**config.mk**
```make
export PLATFORM = sky130hd
export DESIGN_NAME = vga_line_fetch
export DESIGN_NICKNAME = d
export VERILOG_FILES = /design/src/rtl/vga_line_fetch_pkg.sv /design/src/rtl/vga_line_fetch.sv
export SDC_FILE = /design/constraint.sdc
export NUM_CORES = 1
export LEC_CHECK = 0
export ABC_AREA = 0
export CORE_ASPECT_RATIO = 0.75
export CORE_MARGIN = 2
export CORE_UTILIZATION = 30
export CTS_BUF_LIST = sky130_fd_sc_hd__clkbuf_4 sky130_fd_sc_hd__clkbuf_8
export CTS_CLUSTER_SIZE = 25
export DETAILED_ROUTE_END_ITERATION = 7
export PLACE_DENSITY = 0.64
export RECOVER_POWER = 100
export SKIP_LAST_GASP = 1
export SYNTH_ARGS = -nofsm -noshare
export SYNTH_HDL_FRONTEND = slang
export SYNTH_SLANG_ARGS = --single-unit
```
**constraint.sdc**
```tcl
create_clock -name clk -period 2.8 [get_ports clk]
set_input_delay 0.56 -clock clk [delete_from_list [all_inputs] [get_ports clk]]
set_output_delay 0.56 -clock clk [all_outputs]
set_load 0.01 [all_outputs]
```
**src/rtl/vga_line_fetch_pkg.sv**
```systemverilog
// Shared VGA timing defaults and the line-fetch FSM state type.
package vga_pkg;

    typedef enum logic [1:0] {
        IDLE,
        REQ,
        DATA
    } fetch_state_t;

    // 1280x1024 default timing: active, front porch, sync, back porch
    localparam int HD   = 1280;
    localparam int HF   = 48;
    localparam int HR   = 112;
    localparam int HB   = 248;
    localparam int VD   = 1024;
    localparam int VF   = 1;
    localparam int VR   = 3;
    localparam int VB   = 38;
    localparam int HMAX = HD + HF + HR + HB - 1;
    localparam int VMAX = VD + VF + VR + VB - 1;

    localparam int PIX_W = 12;

endpackage

```
**src/rtl/vga_line_fetch.sv**
```systemverilog
// Fetches the next display line from frame memory into the back bank of a
// ping-pong line buffer while the front bank is being scanned out.
module vga_line_fetch #(
    parameter int HD         = vga_pkg::HD,
    parameter int VD         = vga_pkg::VD,
    parameter int HMAX       = vga_pkg::HMAX,
    parameter int VMAX       = vga_pkg::VMAX,
    parameter int HSYNC_BITS = 11,
    parameter int VSYNC_BITS = 11,
    parameter int BURST_LEN  = 16,
    parameter int ADDR_W     = 21,
    parameter int PIX_W      = vga_pkg::PIX_W,
    parameter int LB_AW      = $clog2(HD)
) (
    input  logic                  clk,
    input  logic                  rst,
    input  logic [HSYNC_BITS-1:0] hcount,
    input  logic [VSYNC_BITS-1:0] vcount,
    input  logic                  pixel_enable,
    output logic                  mem_req,
    output logic [ADDR_W-1:0]     mem_addr,
    input  logic                  mem_gnt,
    input  logic                  mem_rvalid,
    input  logic [PIX_W-1:0]      mem_rdata,
    output logic                  lb_wr_en,
    output logic                  lb_wr_bank,
    output logic [LB_AW-1:0]      lb_wr_addr,
    output logic [PIX_W-1:0]      lb_wr_data,
    output logic                  pix_rd_bank,
    output logic [LB_AW-1:0]      pix_rd_addr,
    input  logic                  underrun_clr,
    output logic                  underrun,
    output logic                  fetch_busy
);
    import vga_pkg::*;

    localparam int NB   = HD / BURST_LEN;
    localparam int BC_W = (NB > 1) ? $clog2(NB) : 1;
    localparam int BT_W = (BURST_LEN > 1) ? $clog2(BURST_LEN) : 1;

    // An inconsistent timing configuration never fetches, so the fault shows
    // up as a blank picture instead of stray memory traffic.
    localparam bit CFG_OK = (HD % BURST_LEN == 0) && (HMAX >= HD) && (VMAX >= VD);

    fetch_state_t           state;
    logic [ADDR_W-1:0]      line_base;
    logic [ADDR_W-1:0]      base_next;
    logic [BC_W-1:0]        burst_cnt;
    logic [BT_W-1:0]        beat_cnt;
    logic [VSYNC_BITS:0]    vnext;
    logic                   trig_wrap;
    logic                   trig_next;
    logic                   trigger;
    logic                   next_bank;
    logic                   beat;

    assign vnext = {1'b0, vcount} + (VSYNC_BITS + 1)'(1);

    // Trigger decode at the start of every line: wrap to line 0 after the
    // last frame line, otherwise fetch vcount+1 if it is an active line.
    always_comb begin
        trig_wrap = 1'b0;
        trig_next = 1'b0;
        base_next = line_base;
        if (CFG_OK && hcount == '0) begin
            if (vcount == VSYNC_BITS'(VMAX)) begin
                trig_wrap = 1'b1;
                base_next = '0;
            end else if (32'(vnext) < VD) begin
                trig_next = 1'b1;
                base_next = line_base + ADDR_W'(HD);
            end
        end
    end

    assign trigger    = trig_wrap | trig_next;
    assign next_bank  = trig_next & ~vcount[0];
    assign fetch_busy = (state != IDLE);
    assign beat       = (state == DATA) && mem_rvalid;

    // Returned beats go straight into the line buffer in the same cycle.
    assign lb_wr_en   = beat;
    assign lb_wr_data = beat ? mem_rdata : '0;
    assign lb_wr_addr = beat ? LB_AW'(burst_cnt) * LB_AW'(BURST_LEN) + LB_AW'(beat_cnt) : '0;

    // Frame-aligned line base, sticky underrun flag and display-side read port.
    // line_base advances on every trigger, even a dropped one.
    always_ff @(posedge clk) begin
        if (rst) begin
            line_base   <= '0;
            underrun    <= 1'b0;
            pix_rd_bank <= 1'b0;
            pix_rd_addr <= '0;
        end else begin
            if (trigger) begin
                line_base <= base_next;
            end
            if (trigger && state != IDLE) begin
                underrun <= 1'b1;
            end else if (underrun_clr) begin
                underrun <= 1'b0;
            end
            pix_rd_bank <= vcount[0];
            pix_rd_addr <= pixel_enable ? hcount[LB_AW-1:0] : '0;
        end
    end

    // Burst sequencer: one outstanding burst, request held until granted.
    always_ff @(posedge clk) begin
        if (rst) begin
            state      <= IDLE;
            mem_req    <= 1'b0;
            mem_addr   <= '0;
            burst_cnt  <= '0;
            beat_cnt   <= '0;
            lb_wr_bank <= 1'b0;
        end else begin
            case (state)
                IDLE: begin
                    if (trigger) begin
                        state      <= REQ;
                        burst_cnt  <= '0;
                        mem_req    <= 1'b1;
                        mem_addr   <= base_next;
                        lb_wr_bank <= next_bank;
                    end
                end
                REQ: begin
                    if (mem_gnt) begin
                        state    <= DATA;
                        mem_req  <= 1'b0;
                        beat_cnt <= '0;
                    end
                end
                DATA: begin
                    if (mem_rvalid) begin
                        if (beat_cnt == BT_W'(BURST_LEN - 1)) begin
                            if (burst_cnt == BC_W'(NB - 1)) begin
                                state <= IDLE;
                            end else begin
                                state     <= REQ;
                                burst_cnt <= burst_cnt + 1'b1;
                                mem_req   <= 1'b1;
                                mem_addr  <= mem_addr + ADDR_W'(BURST_LEN);
                            end
                        end else begin
                            beat_cnt <= beat_cnt + 1'b1;
                        end
                    end
                end
                default: state <= IDLE;
            endcase
        end
    end

endmodule

```
## Yosys cells after proc, flatten, opt, wreduce, memory -nomap -nowiden

Cells that the tools add are included.

| word-level totals | value |
|---|---|
| bits in registers | 70 |
| latch bits | 0 |
| memory bits (writable) | 0 |
| memory bits (read-only) | 0 |
| input port bits | 40 |
| output and inout bits | 61 |
| memories | 0 |

| operators by class | value |
|---|---|
| add/subtract/negate cells | 6 |
| multipliers | 0 |
| div/mod/pow operators | 0 |
| order comparisons | 1 |
| equality and inequality tests | 11 |
| shift operators | 0 |
| muxes and demuxes | 38 |
| bitwise gates (word level) | 4 |
| reductions and logical operators | 15 |

Operators with widths:

| cell | number |
|---|---|
| $mux W21 | 7 |
| $pmux W21 S2 | 1 |
| $mux W7 | 4 |
| $add A21 B11 Y21 const B | 1 |
| $add A21 B5 Y21 const B | 1 |
| $pmux W7 S2 | 1 |
| $mux W1 | 13 |
| $add A11 B1 Y12 const B | 1 |
| $lt A12 B11 Y1 const B | 1 |
| $mux W12 | 1 |
| $mux W4 | 3 |
| $add A11 B4 Y11 | 1 |
| $eq A11 B11 Y1 const B | 1 |
| $logic_not A11 Y1 | 1 |
| $mux W11 | 1 |
| $ne A2 B2 Y1 const B | 5 |
| $mux W2 | 4 |
| $pmux W4 S2 | 1 |
| $reduce_and A4 Y1 | 2 |
| $reduce_bool A2 Y1 | 4 |
| $add A7 B1 Y7 const B | 1 |
| $eq A7 B7 Y1 const B | 1 |
| $pmux W2 S3 | 1 |
| $reduce_and A6 Y1 | 1 |
| other kinds (15) | 17 |

## Depth between registers and ports, before layout

Gate-level depths: netlist (run 1).

| depth | value |
|---|---|
| depth in word-level cells | 8 |
| depth in mapped cells | 8 |
| depth with buffers taken out | 7 |

## Least setup slack after synthesis (run 1)

OpenSTA, ideal clock, no wires.

| timing path | value |
|---|---|
| path type | input to register |
| start point | input vcount[7] |
| end point | register lb_wr_bank |
| arrival time | 2.472 ns |
| required time | 2.730 ns |
| path slack | 0.257 ns |
| stages on the path | 7 |
| buffers on the path | 2 |
| path through | or4_1 or4_1 buf_4 a21o_1 buf_6 or3_1 a21oi_1 |

| between the ends | value |
|---|---|
| cells in the longest elaborated chain, start to end | 7 |
| elaborated cells between the ends (all ways) | 11 |
| those cells by class | add/sub: 1; order compare: 1; eq/ne: 1; mux: 5; bitwise: 2; reduce/logical: 1 |

RTL lines:

| element | RTL line | text |
|---|---|---|
| start: declaration | vga_line_fetch.sv:18 | `input logic [VSYNC_BITS-1:0] vcount,` |
| $add A11 B1 Y12 | vga_line_fetch.sv:57 | `assign vnext = {1'b0, vcount} + (VSYNC_BITS + 1)'(1);` |
| $lt A12 B11 Y1 | vga_line_fetch.sv:69 | `end else if (32'(vnext) < VD) begin` |
| $mux W1 | vga_line_fetch.sv:69 |  |
| $mux W1 | vga_line_fetch.sv:66 | `if (vcount == VSYNC_BITS'(VMAX)) begin` |
| $mux W1 | vga_line_fetch.sv:65 | `if (CFG_OK && hcount == '0) begin` |
| $or A1 B1 Y1 | vga_line_fetch.sv:76 | `assign trigger = trig_wrap \| trig_next;` |
| $reduce_and A2 Y1 (no line) | -- |  |
| end signal: assignment | vga_line_fetch.sv:125 | `lb_wr_bank <= next_bank;` |
| end: declaration | vga_line_fetch.sv:26 | `output logic lb_wr_bank,` |

Parallel ways exist; a longest one is shown, timed or not.
A chain may end at the register's enable or synchronous reset.

## Worst setup path in the final report (run 1)

| timing path | value |
|---|---|
| start point | input hcount[6] |
| end point | register lb_wr_bank |

| between the ends | value |
|---|---|
| cells in the longest elaborated chain, start to end | 4 |
| elaborated cells between the ends (all ways) | 6 |
| those cells by class | mux: 2; bitwise: 2; reduce/logical: 2 |

RTL lines:

| element | RTL line | text |
|---|---|---|
| start: declaration | vga_line_fetch.sv:17 | `input logic [HSYNC_BITS-1:0] hcount,` |
| $logic_not A11 Y1 * | vga_line_fetch.sv:65 |  |
| $mux W1 | vga_line_fetch.sv:65 |  |
| $or A1 B1 Y1 | vga_line_fetch.sv:76 |  |
| $reduce_and A2 Y1 (no line) | -- |  |

Mark *: on every way between the ends. The rest lies on a longest branch, timed or not.

==> results of run 1 <==
## worst min-delay path, delay by kind of cell (launching register included)
kind / cells / cell delay (ns)
DFF: 1 / 0.31
AOI/OAI and AO/OA: 1 / 0.05
and+or+nand+nor: 1 / 0.05
## power by group through the flow
stage	sequential [mW]	clock [mW]	combinational, mW
after detailed placement	1.03	0	0.154
after global routing	1.01	0.994	0.164
after floorplan	1.04	0	0.0444
after CTS	1.01	0.956	0.154
after global placement	1.03	0	0.151
final	1.01	0.927	0.151
## cell type report
type	instances	area, µm²	share of cell area
multi-input cells	310	1900	0.375
flip-flops and latches	70	1400	0.277
repair buffers	142	1330	0.263
well taps	140	175	0.0347
clock buffers	12	153	0.0302
clock inverters	4	70.1	0.0139
inverters	8	30.0	0.00594
## per-layer routing
metal / share of wire / global-route usage / up-vias
met2: 0.43 / 0.257 / 148
met3: 0.080 / 0.0559 / 16
met4: 0.016 / 0.0592 / 0
met5: 0 / 0 / -
li1: - / - / 1776
met1: 0.47 / 0.241 / 1716
## cells in the mapped netlist (2+ instances only)
| cell | number | area share |
|---|---|---|
| a221oi_1 | 2 | 0.0051 |
| or3_1 | 8 | 0.015 |
| and3_1 | 35 | 0.064 |
| o21ai_0 | 14 | 0.020 |
| a211oi_1 | 8 | 0.017 |
| a32o_1 | 4 | 0.012 |
| o32ai_1 | 3 | 0.0077 |
| nand2_1 | 34 | 0.037 |
| xnor2_1 | 10 | 0.026 |
| nor4_2 | 3 | 0.011 |
| clkbuf_1 | 24 | 0.026 |
| o22ai_1 | 2 | 0.0036 |
| mux2i_1 | 3 | 0.0087 |
| nor4_1 | 5 | 0.0091 |
| o21a_1 | 4 | 0.0087 |
| nor2b_1 | 3 | 0.0055 |
| nor3_1 | 13 | 0.019 |
| a21o_1 | 2 | 0.0044 |
| o211ai_1 | 2 | 0.0044 |
| dfxtp_1 | 70 | 0.41 |
| and2_1 | 14 | 0.026 |
| nand4_1 | 9 | 0.016 |
| xor2_1 | 3 | 0.0077 |
| ha_1 | 4 | 0.015 |
| inv_1 | 8 | 0.0087 |
| nand3_1 | 28 | 0.041 |
| o32a_1 | 2 | 0.0058 |
| a21oi_1 | 24 | 0.035 |
| o211a_1 | 2 | 0.0058 |
| o31ai_1 | 2 | 0.0044 |
| or4_1 | 3 | 0.0066 |
| nor3b_1 | 3 | 0.0066 |
| nand2b_1 | 6 | 0.011 |
| nor2_1 | 32 | 0.035 |
| or2_2 | 3 | 0.0055 |
## per-stage QoR
stage               worst slack [ns]  power, mW  cell area (µm²)  hold WS (ns)
floorplan                      0.257       1.08             3430         0.443
global placement              -0.156       1.18             4820         0.439
detailed placement            -0.268       1.19             4820         0.445
CTS                           0.0929       2.12             5050         0.460
global route                 -0.0617       2.17             5050         0.474
finish                         0.109       2.09             5050         0.451
## cells by family after synthesis
group	count (synthesis)	share of synthesized area
AND/OR/NAND/NOR	204	0.320
AO/OA/AOI/OAI	86	0.173
flip-flops	70	0.408
buffers and inverters	35	0.0419
XOR/XNOR	13	0.0332
adder cells (fa/ha/maj)	4	0.0146
multiplexers	3	0.00875
## flip-flops by register name, summed over array words and instances, names as in the netlist
| signal | flops |
|---|---|
| lb_wr_bank | 1 |
| line_base | 21 |
| mem_addr | 21 |
| burst_cnt | 7 |
| mem_req | 1 |
| state | 2 |
| underrun | 1 |
| pix_rd_addr | 11 |
| pix_rd_bank | 1 |
| beat_cnt | 4 |
## worst paths after layout
kind / slack [ns] / to / cells after the start
max: 0.11 / lb_wr_bank$_SDFFE_PP0P_ / 7
min: 0.45 / mem_addr[3]$_SDFFE_PP0P_ / 2
min reg2reg: 0.45 / mem_addr[3]$_SDFFE_PP0P_ / 2
max reg2reg: 0.37 / burst_cnt[5]$_SDFFE_PP0P_ / 7
## timing repair
action	4_1_cts	5_1_grt
endpoints found under the hold margin	0	0
gates resized for setup	0	1
endpoints found under the setup margin	0	2
==> run summary, run 1 <==
- slew of the pin with the lowest slew margin: 0.626 ns
- P per Cell Area: 413 nW/µm²
- max_cap viols: 0
- CTS tree: yes
- Remaining DRCs: 0
- estimated wirelength of the detail-placed design: 7880 µm
- I/O pin count: 101
- family of cells with the greatest summed delay on the critical path: simple AND/OR/NAND/NOR gates
- clock tree skew after final layout: 0.00661 ns
- root cell of the clock tree: clkbuf_8
- average footprint of a synthesized cell: 8.27 µm²
- post-route clock period utilization: 0.961
- worst stage delay on the critical path: 0.72 ns
- H-Tree Depth: 3
- final weighted congestion in routability-driven placement: 0.877
- shortest period the worst path allows: 2.69 ns
- number of clock sinks: 70
- number of distinct library cells after synthesis: 58
- first-pass GRT wire length: 17400 µm
- number of flops mapped to enable cells by yosys: 0
- TritonCTS Buffers: 9
- clock-pin slew on the worst setup and hold paths: 0.07 ns
- Hold Buf Count CTS: 0
- Die Y: 96.6 µm
- wire length after detailed routing: 10500 µm
- Placement Rows: 33
- final-report setup violation count: 0
- vias after detailed routing: 3656
- area added between synthesis and finish: 47.2%
- drt initial violations: 274
- sequential share of the synthesized area: 0.408
- global-route congestion overflow total: 0
- instance count after placement with tap cells included: 670
- critical path class: input port to register
- number of nets in the final layout: 585
- launch instance of the worst min-delay path: mem_addr[3]$_SDFFE_PP0P_
- Min-Delay Path Class: register to register
- primary flip-flop cell chosen by synthesis mapping: dfxtp_1
- number of standard cells in the final layout excluding fillers: 686
- DIE AREA: 12300 µm²
- insertion delay of the later-clocked pin in the worst-skew pair: 0.36 ns
- Horiz. Die Dim: 128 µm
- critical path launch point: hcount[6]
- top library cells by usage in the layout, fill and taps aside: dfxtp_1 (70), clkdlybuf4s50_1 (64), buf_4 (41), dlygate4sd3_1 (36), and3_1 (35)
- Setup Total Neg Slack: 0 ns
- Required @ worst endpoint: 3.08 ns
- sequential share of power: 0.483
- maximum vdd drop: 0.289 mV
- PortBufs: 100
- number of storage elements in the synthesis netlist: 70
- Final ANT Viol Nets: 0
- vias in the first global route: 3448
- kind of end point of the critical path: register
- antenna violations before repair: 0
- critical-path cell with the highest stage delay: or4_1
- Buf/Inv on CP: 1
- switching power: 0.453 mW
- post-synthesis instance area: 3430 µm²
- layout cells sized above 1: 0.126
- Critical Path Source Type: input port
- final-report max-slew violation count: 0
- Initial Util: 0.311
- maximum fanout along the worst path: 7
- Critical Path AT: 2.97 ns
- warning count from the yosys run: 0
- most common cell after layout, fill and taps aside: dfxtp_1
- fill count: 1048
- max-slew headroom at the worst pin: 0.580
- number of antenna diodes: 0
- Max Clk Rate: 0.372 GHz
- async set-or-reset flop fraction in the synthesized netlist: 0
- global-route usage over all layers: 0.175
- count of mapped cells out of synthesis: 415
- P_leak: 2.04 nW
- Power Internal: 1.63 mW
- Avg WL per Cell: 15.4 µm
- Layout Utilization: 0.458
- RSZ-0062 raised after global routing: true
- vias per cell: 5.33
- placeable core region: 11000 µm²
- fraction of power consumed by the clock network: 0.444
- Initial DRT Pass Iterations: 5
- switching share of total power: 0.217
- pin count of the biggest net entering global routing: 34
- startpoint of the lowest-slack register-to-register path: burst_cnt[0]$_SDFFE_PP0P_
- total count of hold-check failures in the final report: 0
- outcome: finished clean
- cell breakdown of the critical path: clkdlybuf4s50_1 -> nor4_2 -> nand3_1 -> or4_1 -> a21o_1 -> or3_1 -> a21oi_1
- portion of total power attributed to combinational logic: 0.072
- # Post-CTS Setup Buffers: 0
- Post-Syn Nets: 459
- clock tree buffer depth: 2
No activity file was read; power rests on OpenSTA's default activity.
==> inputs of run 2 (changes only) <==
- CORE_UTILIZATION: 30 -> 49
- PLACE_DENSITY: 0.64 -> 0.91
==> run 2 against run 1 <==
Against the previous run: clock-buffer cell count fell by 2; core utilization rose by 26 points; cell area fell by 3.1%; critical path type is now input port to primary output; critical endpoint is now lb_wr_addr[3]; largest power group unchanged.
==> run summary, run 2 (synthesis results as in run 1) <==
- vias per cell: 6.06, was 5.33
- wire length after detailed routing: 10600 µm, was 10500 µm
- estimated wirelength of the detail-placed design: 7570 µm, was 7880 µm
- Critical Path AT: 2.20 ns, was 2.97 ns
- global-route usage over all layers: 0.283, was 0.175
- area added between synthesis and finish: 42.6%, was 47.2%
- Required @ worst endpoint: 2.24 ns, was 3.08 ns
- first-pass GRT wire length: 17500 µm, was 17400 µm
- Layout Utilization: 0.720, was 0.458
- RSZ-0062 raised after global routing: true, unchanged
- H-Tree Depth: 3, unchanged
- critical path launch point: mem_rvalid, was hcount[6]
- maximum vdd drop: 0.389 mV, was 0.289 mV
- Min-Delay Path Class: register to register, unchanged
- final-report max-slew violation count: 0, unchanged
- final-report setup violation count: 0, unchanged
- max_cap viols: 0, unchanged
- insertion delay of the later-clocked pin in the worst-skew pair: 0.36 ns, about the same
- last element of the critical path: lb_wr_addr[3], was lb_wr_bank$_SDFFE_PP0P_
- clock tree buffer depth: 2, unchanged
- total count of hold-check failures in the final report: 0, unchanged
- P per Cell Area: 422 nW/µm², was 413 nW/µm²
- kind of end point of the critical path: primary output, was register
- Max Clk Rate: 0.362 GHz, was 0.372 GHz
- maximum fanout along the worst path: 23, was 7
- final weighted congestion in routability-driven placement: 0.943, was 0.877
- layout cells sized above 1: 0.109, was 0.126
- DIE AREA: 7700 µm², was 12300 µm²
- Placement Rows: 26, was 33
- endpoint of the most critical register-to-register path: burst_cnt[5]$_SDFFE_PP0P_, unchanged
- shortest period the worst path allows: 2.76 ns, was 2.69 ns
- setup slack after layout: 0.0401 ns, was 0.109 ns
- CTS tree: yes, unchanged
- critical path class: input port to primary output, was input port to register
- Remaining DRCs: 0, unchanged
- final hold slack: 0.457 ns, was 0.451 ns
- vias in the first global route: 3590, was 3448
- Horiz. Die Dim: 101 µm, was 128 µm
- Critical Path Source Type: input port, unchanged
- number of clock sinks: 70, unchanged
- Initial Util: 0.505, was 0.311
- outcome: finished clean, unchanged
- Initial DRT Pass Iterations: 5, unchanged
- PortBufs: 100, unchanged
- root cell of the clock tree: clkbuf_8, unchanged
- P_leak: 1.97 nW, was 2.04 nW
- number of nets in the final layout: 579, was 585
- clock-pin slew on the worst setup and hold paths: 0.07 ns, about the same
- startpoint of the lowest-slack register-to-register path: burst_cnt[0]$_SDFFE_PP0P_, unchanged
- I/O pin count: 101, unchanged
- max-slew headroom at the worst pin: 0.565, was 0.580
- placeable core region: 6800 µm², was 11000 µm²
- overall power: 2.06 mW, was 2.09 mW
- clock tree skew after final layout: 0.00802 ns, was 0.00661 ns
- pin count of the biggest net entering global routing: 33, was 34
- # Post-CTS Setup Buffers: 0, unchanged
- Final ANT Viol Nets: 0, unchanged
- Largest regs: line_base (21), mem_addr (21), pix_rd_addr (11), unchanged
- post-route clock period utilization: 0.986, was 0.961
- slew of the pin with the lowest slew margin: 0.649 ns, was 0.626 ns
- TritonCTS Buffers: 9, unchanged
- global-route congestion overflow total: 0, unchanged
- top library cells by usage in the layout, fill and taps aside: dfxtp_1 (70), clkdlybuf4s50_1 (62), dlygate4sd3_1 (38), and3_1 (35), nand2_1 (34), was dfxtp_1 (70), clkdlybuf4s50_1 (64), buf_4 (41), dlygate4sd3_1 (36), and3_1 (35)
- Die Y: 76.5 µm, was 96.6 µm
- r2r setup slk: 0.44 ns, was 0.37 ns
- most common cell after layout, fill and taps aside: dfxtp_1, unchanged
- worst slack at placement: -0.218 ns, was -0.268 ns
- drt initial violations: 309, was 274
- Avg WL per Cell: 16.9 µm, was 15.4 µm
- vias after detailed routing: 3781, was 3656
- FF-to-FF path depth: 8, was 7
- antenna violations before repair: 0, unchanged
- number of antenna diodes: 0, unchanged
-- run 2: changes by cell type in the layout (fill, tap and decap cells not counted), moves of 2 or more --
cell,change
clkdlybuf4s50_1,-2
clkbuf_1,+6
buf_4,-16
clkinvlp_4,+2
dlygate4sd3_1,+2
and2_0,-2
and2_1,+2
clkbuf_2,+2
-- run 2: cell type report --
class,count,area [µm²]
fill,504,1900
multi-input combinational,310,1890
sequential,70,1400
timing repair buffer,136,1240
clock buffer,10,138
tap,84,105
clock inverter,6,85.1
inverter,8,30.0
-- run 2: stage by stage --
stage	instance area, µm²	cells	setup TNS [ns]
after floorplan	3430	415	0
after global placement	4710	608	-2.53
after detailed placement	4710	608	-4.68
after CTS	4930	624	0
after global routing	4890	624	-0.198
final	4890	624	0
-- run 2: routing by layer --
metal / up-vias / track usage / share of wire
li1: 1759 / - / -
met1: 1783 / 0.355 / 0.40
met2: 208 / 0.465 / 0.49
met3: 31 / 0.0752 / 0.092
met4: 0 / 0.0986 / 0.021
met5: - / 0 / 0
-- run 2: critical path, stage by stage --
cell	delay, ns
dlygate4sd3_1	0.54
buf_2	0.30
and3_1	0.24
clkdlybuf4s50_1	0.55
-- run 2: power breakdown --
group / total (mW) / switching [mW] / internal [mW]
Clock: 0.911 / 0.389 / 0.522
Sequential: 1.01 / 0.00436 / 1.00
Combinational: 0.144 / 0.0633 / 0.0810
Total: 2.06 / 0.457 / 1.61
-- run 2: how the worst min path moves through the flow --
stage                                          end                       from  cells after the start  slack, ns
after floorplan           mem_addr[0]$_SDFFE_PP0P_  line_base[0]$_SDFFE_PP0P_                      2       0.44
after global placement     lb_wr_bank$_SDFFE_PP0P_    lb_wr_bank$_SDFFE_PP0P_                      2       0.44
after detailed placement  mem_addr[0]$_SDFFE_PP0P_   mem_addr[0]$_SDFFE_PP0P_                      2       0.45
after CTS                 mem_addr[0]$_SDFFE_PP0P_   mem_addr[0]$_SDFFE_PP0P_                      2       0.46
after global routing       lb_wr_bank$_SDFFE_PP0P_    lb_wr_bank$_SDFFE_PP0P_                      2       0.49
final                     mem_addr[0]$_SDFFE_PP0P_   mem_addr[0]$_SDFFE_PP0P_                      2       0.46
-- run 2: repair_timing --
item / in CTS / in global routing
hold buffers: 0 / 0
endpoints found under the setup margin: 0 / 6
gates resized for setup: 0 / 2
==> inputs of run 3 (changes only) <==
- PLACE_DENSITY: 0.91 -> 0.85
==> run 3 against run 2 <==
Against the previous run: register-to-register slack better by 0.05 ns; sequential share of layout area is 0.34 points lower; clock-buffer cell count is 1 higher; worst setup slack better by 0.043 ns; power is 1.0% higher; flip-flop and latch count stayed put; non-clock buffer count is 6 higher; critical path type is now input port to register.
==> run summary, run 3 (synthesis results as in run 1) <==
- Avg WL per Cell: 16.0 µm, was 16.9 µm
- area added between synthesis and finish: 44.3%, was 42.6%
- switching share of total power: 0.220, was 0.221
- TritonCTS Buffers: 9, unchanged
- pin count of the biggest net entering global routing: 34, was 33
- number of clock sinks: 70, unchanged
- final-report setup violation count: 0, unchanged
- vias in the first global route: 3380, was 3590
- shortest period the worst path allows: 2.72 ns, was 2.76 ns
- Placement Rows: 26, unchanged
- Remaining DRCs: 0, unchanged
- final weighted congestion in routability-driven placement: 0.888, was 0.943
- placeable core region: 6800 µm², unchanged
- first-pass GRT wire length: 16400 µm, was 17500 µm
- endpoint of the most critical register-to-register path: burst_cnt[3]$_SDFFE_PP0P_, was burst_cnt[5]$_SDFFE_PP0P_
- kind of end point of the critical path: register, was primary output
- Initial DRT Pass Iterations: 5, unchanged
- finished layout cell area: 4950 µm², was 4890 µm²
- estimated wirelength of the detail-placed design: 7270 µm, was 7570 µm
- global-route usage over all layers: 0.262, was 0.283
- root cell of the clock tree: clkbuf_8, unchanged
- flip-flop and latch area: 1400 µm², unchanged
- global-route congestion overflow total: 0, unchanged
- critical-path cell with the highest stage delay: or4_1, was clkdlybuf4s50_1
- Setup Total Neg Slack: 0 ns, unchanged
- H-Tree Depth: 3, unchanged
- total count of hold-check failures in the final report: 0, unchanged
- Die Y: 76.5 µm, unchanged
- overall power: 2.08 mW, was 2.06 mW
- number of standard cells in the final layout excluding fillers: 630, was 624
- Max Clk Rate: 0.368 GHz, was 0.362 GHz
- cell breakdown of the critical path: clkdlybuf4s50_1 -> or4_1 -> or4_1 -> a21oi_1 -> buf_4 -> clkbuf_2 -> a211oi_1, was dlygate4sd3_1 -> buf_2 -> and3_1 -> clkdlybuf4s50_1
- Horiz. Die Dim: 101 µm, unchanged
- Critical Path AT: 2.94 ns, was 2.20 ns
- wire length after detailed routing: 10100 µm, was 10600 µm
- worst slack at placement: -0.252 ns, was -0.218 ns
- sink of the worst hold path: mem_addr[1]$_SDFFE_PP0P_, was mem_addr[0]$_SDFFE_PP0P_
- Required @ worst endpoint: 3.03 ns, was 2.24 ns
- Hold Buf Count CTS: 0, unchanged
- Initial Util: 0.505, unchanged
- top library cells by usage in the layout, fill and taps aside: dfxtp_1 (70), dlygate4sd3_1 (62), clkdlybuf4s50_1 (38), and3_1 (35), was dfxtp_1 (70), clkdlybuf4s50_1 (62), dlygate4sd3_1 (38), and3_1 (35), nand2_1 (34)
- P_leak: 2.10 nW, was 1.97 nW
- FF-to-FF path depth: 9, was 8
- max_cap viols: 0, unchanged
- RSZ-0062 raised after global routing: false, was true
- fraction of power consumed by the clock network: 0.446, was 0.441
- area used by multi-input combinational logic: 1900 µm², was 1890 µm²
- drt initial violations: 307, was 309
- launch instance of the worst min-delay path: mem_addr[1]$_SDFFE_PP0P_, was mem_addr[0]$_SDFFE_PP0P_
- maximum vdd drop: 0.325 mV, was 0.389 mV
- Final ANT Viol Nets: 0, unchanged
- sequential share of power: 0.484, was 0.489
- antenna violations before repair: 0, unchanged
- clock-pin slew on the worst setup and hold paths: 0.08 ns, was 0.07 ns
- portion of total power attributed to combinational logic: 0.070, about the same
- Largest regs: line_base (21), mem_addr (21), pix_rd_addr (11), unchanged
- worst stage delay on the critical path: 0.66 ns, was 0.55 ns
- critical path class: input port to register, was input port to primary output
- max-slew headroom at the worst pin: 0.553, was 0.565
- r2r setup slk: 0.49 ns, was 0.44 ns
- number of antenna diodes: 0, unchanged
- PortBufs: 100, unchanged
- post-route clock period utilization: 0.970, was 0.986
- setup slack after layout: 0.0831 ns, was 0.0401 ns
- vias per cell: 5.81, was 6.06
- post-place instance area: 4750 µm², was 4710 µm²
- maximum fanout along the worst path: 6, was 23
- switching power: 0.460 mW, was 0.457 mW
- P per Cell Area: 421 nW/µm², was 422 nW/µm²
- number of nets in the final layout: 585, was 579
- Power Internal: 1.62 mW, was 1.61 mW
- instance count after placement with tap cells included: 614, was 608
- final-report max-slew violation count: 0, unchanged
- clock tree skew after final layout: 0.0143 ns, was 0.00802 ns
- Min-Delay Path Class: register to register, unchanged
- clock tree buffer depth: 2, unchanged
- fill count: 526, was 504
- startpoint of the lowest-slack register-to-register path: burst_cnt[0]$_SDFFE_PP0P_, unchanged
- Critical Path Source Type: input port, unchanged
- slew of the pin with the lowest slew margin: 0.671 ns, was 0.649 ns
- most common cell after layout, fill and taps aside: dfxtp_1, unchanged
- insertion delay of the later-clocked pin in the worst-skew pair: 0.36 ns, about the same
- Crit path top cell by count: or4_1
- CTS tree: yes, unchanged
- layout cells sized above 1: 0.119, was 0.109
- hold path cells: 2, unchanged
- DIE AREA: 7700 µm², unchanged
- I/O pin count: 101, unchanged
- outcome: finished clean, unchanged
- vias after detailed routing: 3658, was 3781
[run 3: cell type report]
cell class                 instances  share of cell area
multi-input combinational        310               0.383
sequential                        70               0.283
timing repair buffer             142               0.261
tap                               84              0.0212
clock buffer                      11              0.0293
clock inverter                     5              0.0167
inverter                           8             0.00606
[run 3: worst max-delay path, delay by kind of cell]
family	cells	cell delay, ns
AOI/OAI and AO/OA	2	0.35
buffers and inverters	3	0.77
and+or+nand+nor	2	1.27
[run 3: through the flow]
| stage | util | hold slack (ns) |
|---|---|---|
| CTS | 0.733 | 0.453 |
| global route | 0.729 | 0.469 |
| floorplan | - | 0.443 |
| global placement | 0.699 | 0.442 |
| finish | 0.729 | 0.447 |
| detailed placement | 0.699 | 0.444 |
[run 3: worst max-delay path by stage]
| stage | to | slack [ns] | depth (start not counted) | from |
|---|---|---|---|---|
| finish | burst_cnt[2]$_SDFFE_PP0P_ | 0.08 | 7 | vcount[7] |
| global route | mem_addr[13]$_SDFFE_PP0P_ | 0.01 | 9 | hcount[2] |
| floorplan | lb_wr_bank$_SDFFE_PP0P_ | 0.26 | 7 | vcount[7] |
| detailed placement | mem_addr[10]$_SDFFE_PP0P_ | -0.25 | 7 | hcount[2] |
| global placement | mem_addr[10]$_SDFFE_PP0P_ | -0.19 | 7 | hcount[2] |
| CTS | mem_addr[10]$_SDFFE_PP0P_ | 0.07 | 7 | hcount[2] |
[run 3: routing by layer]
layer | wire length, µm | up-vias | GRT usage
met4 | 92 | 0 | 0.0493
met2 | 4670 | 163 | 0.422
li1 | - | 1767 | -
met1 | 4430 | 1712 | 0.352
met5 | 0 | - | 0
met3 | 862 | 16 | 0.0716
[run 3: power groups by stage]
| stage | Combinational, mW | Clock [mW] | Sequential (mW) |
|---|---|---|---|
| floorplan | 0.0444 | 0 | 1.04 |
| global route | 0.158 | 0.980 | 1.01 |
| finish | 0.146 | 0.930 | 1.01 |
| global placement | 0.148 | 0 | 1.03 |
| CTS | 0.152 | 0.930 | 1.01 |
| detailed placement | 0.151 | 0 | 1.03 |
[run 3: timing repair]
item / CTS / global route
hold endpoints to repair: 0 / 0
endpoints found under the setup margin: 0 / 2
resized for setup: 0 / 3
setup buffers: 0 / 0
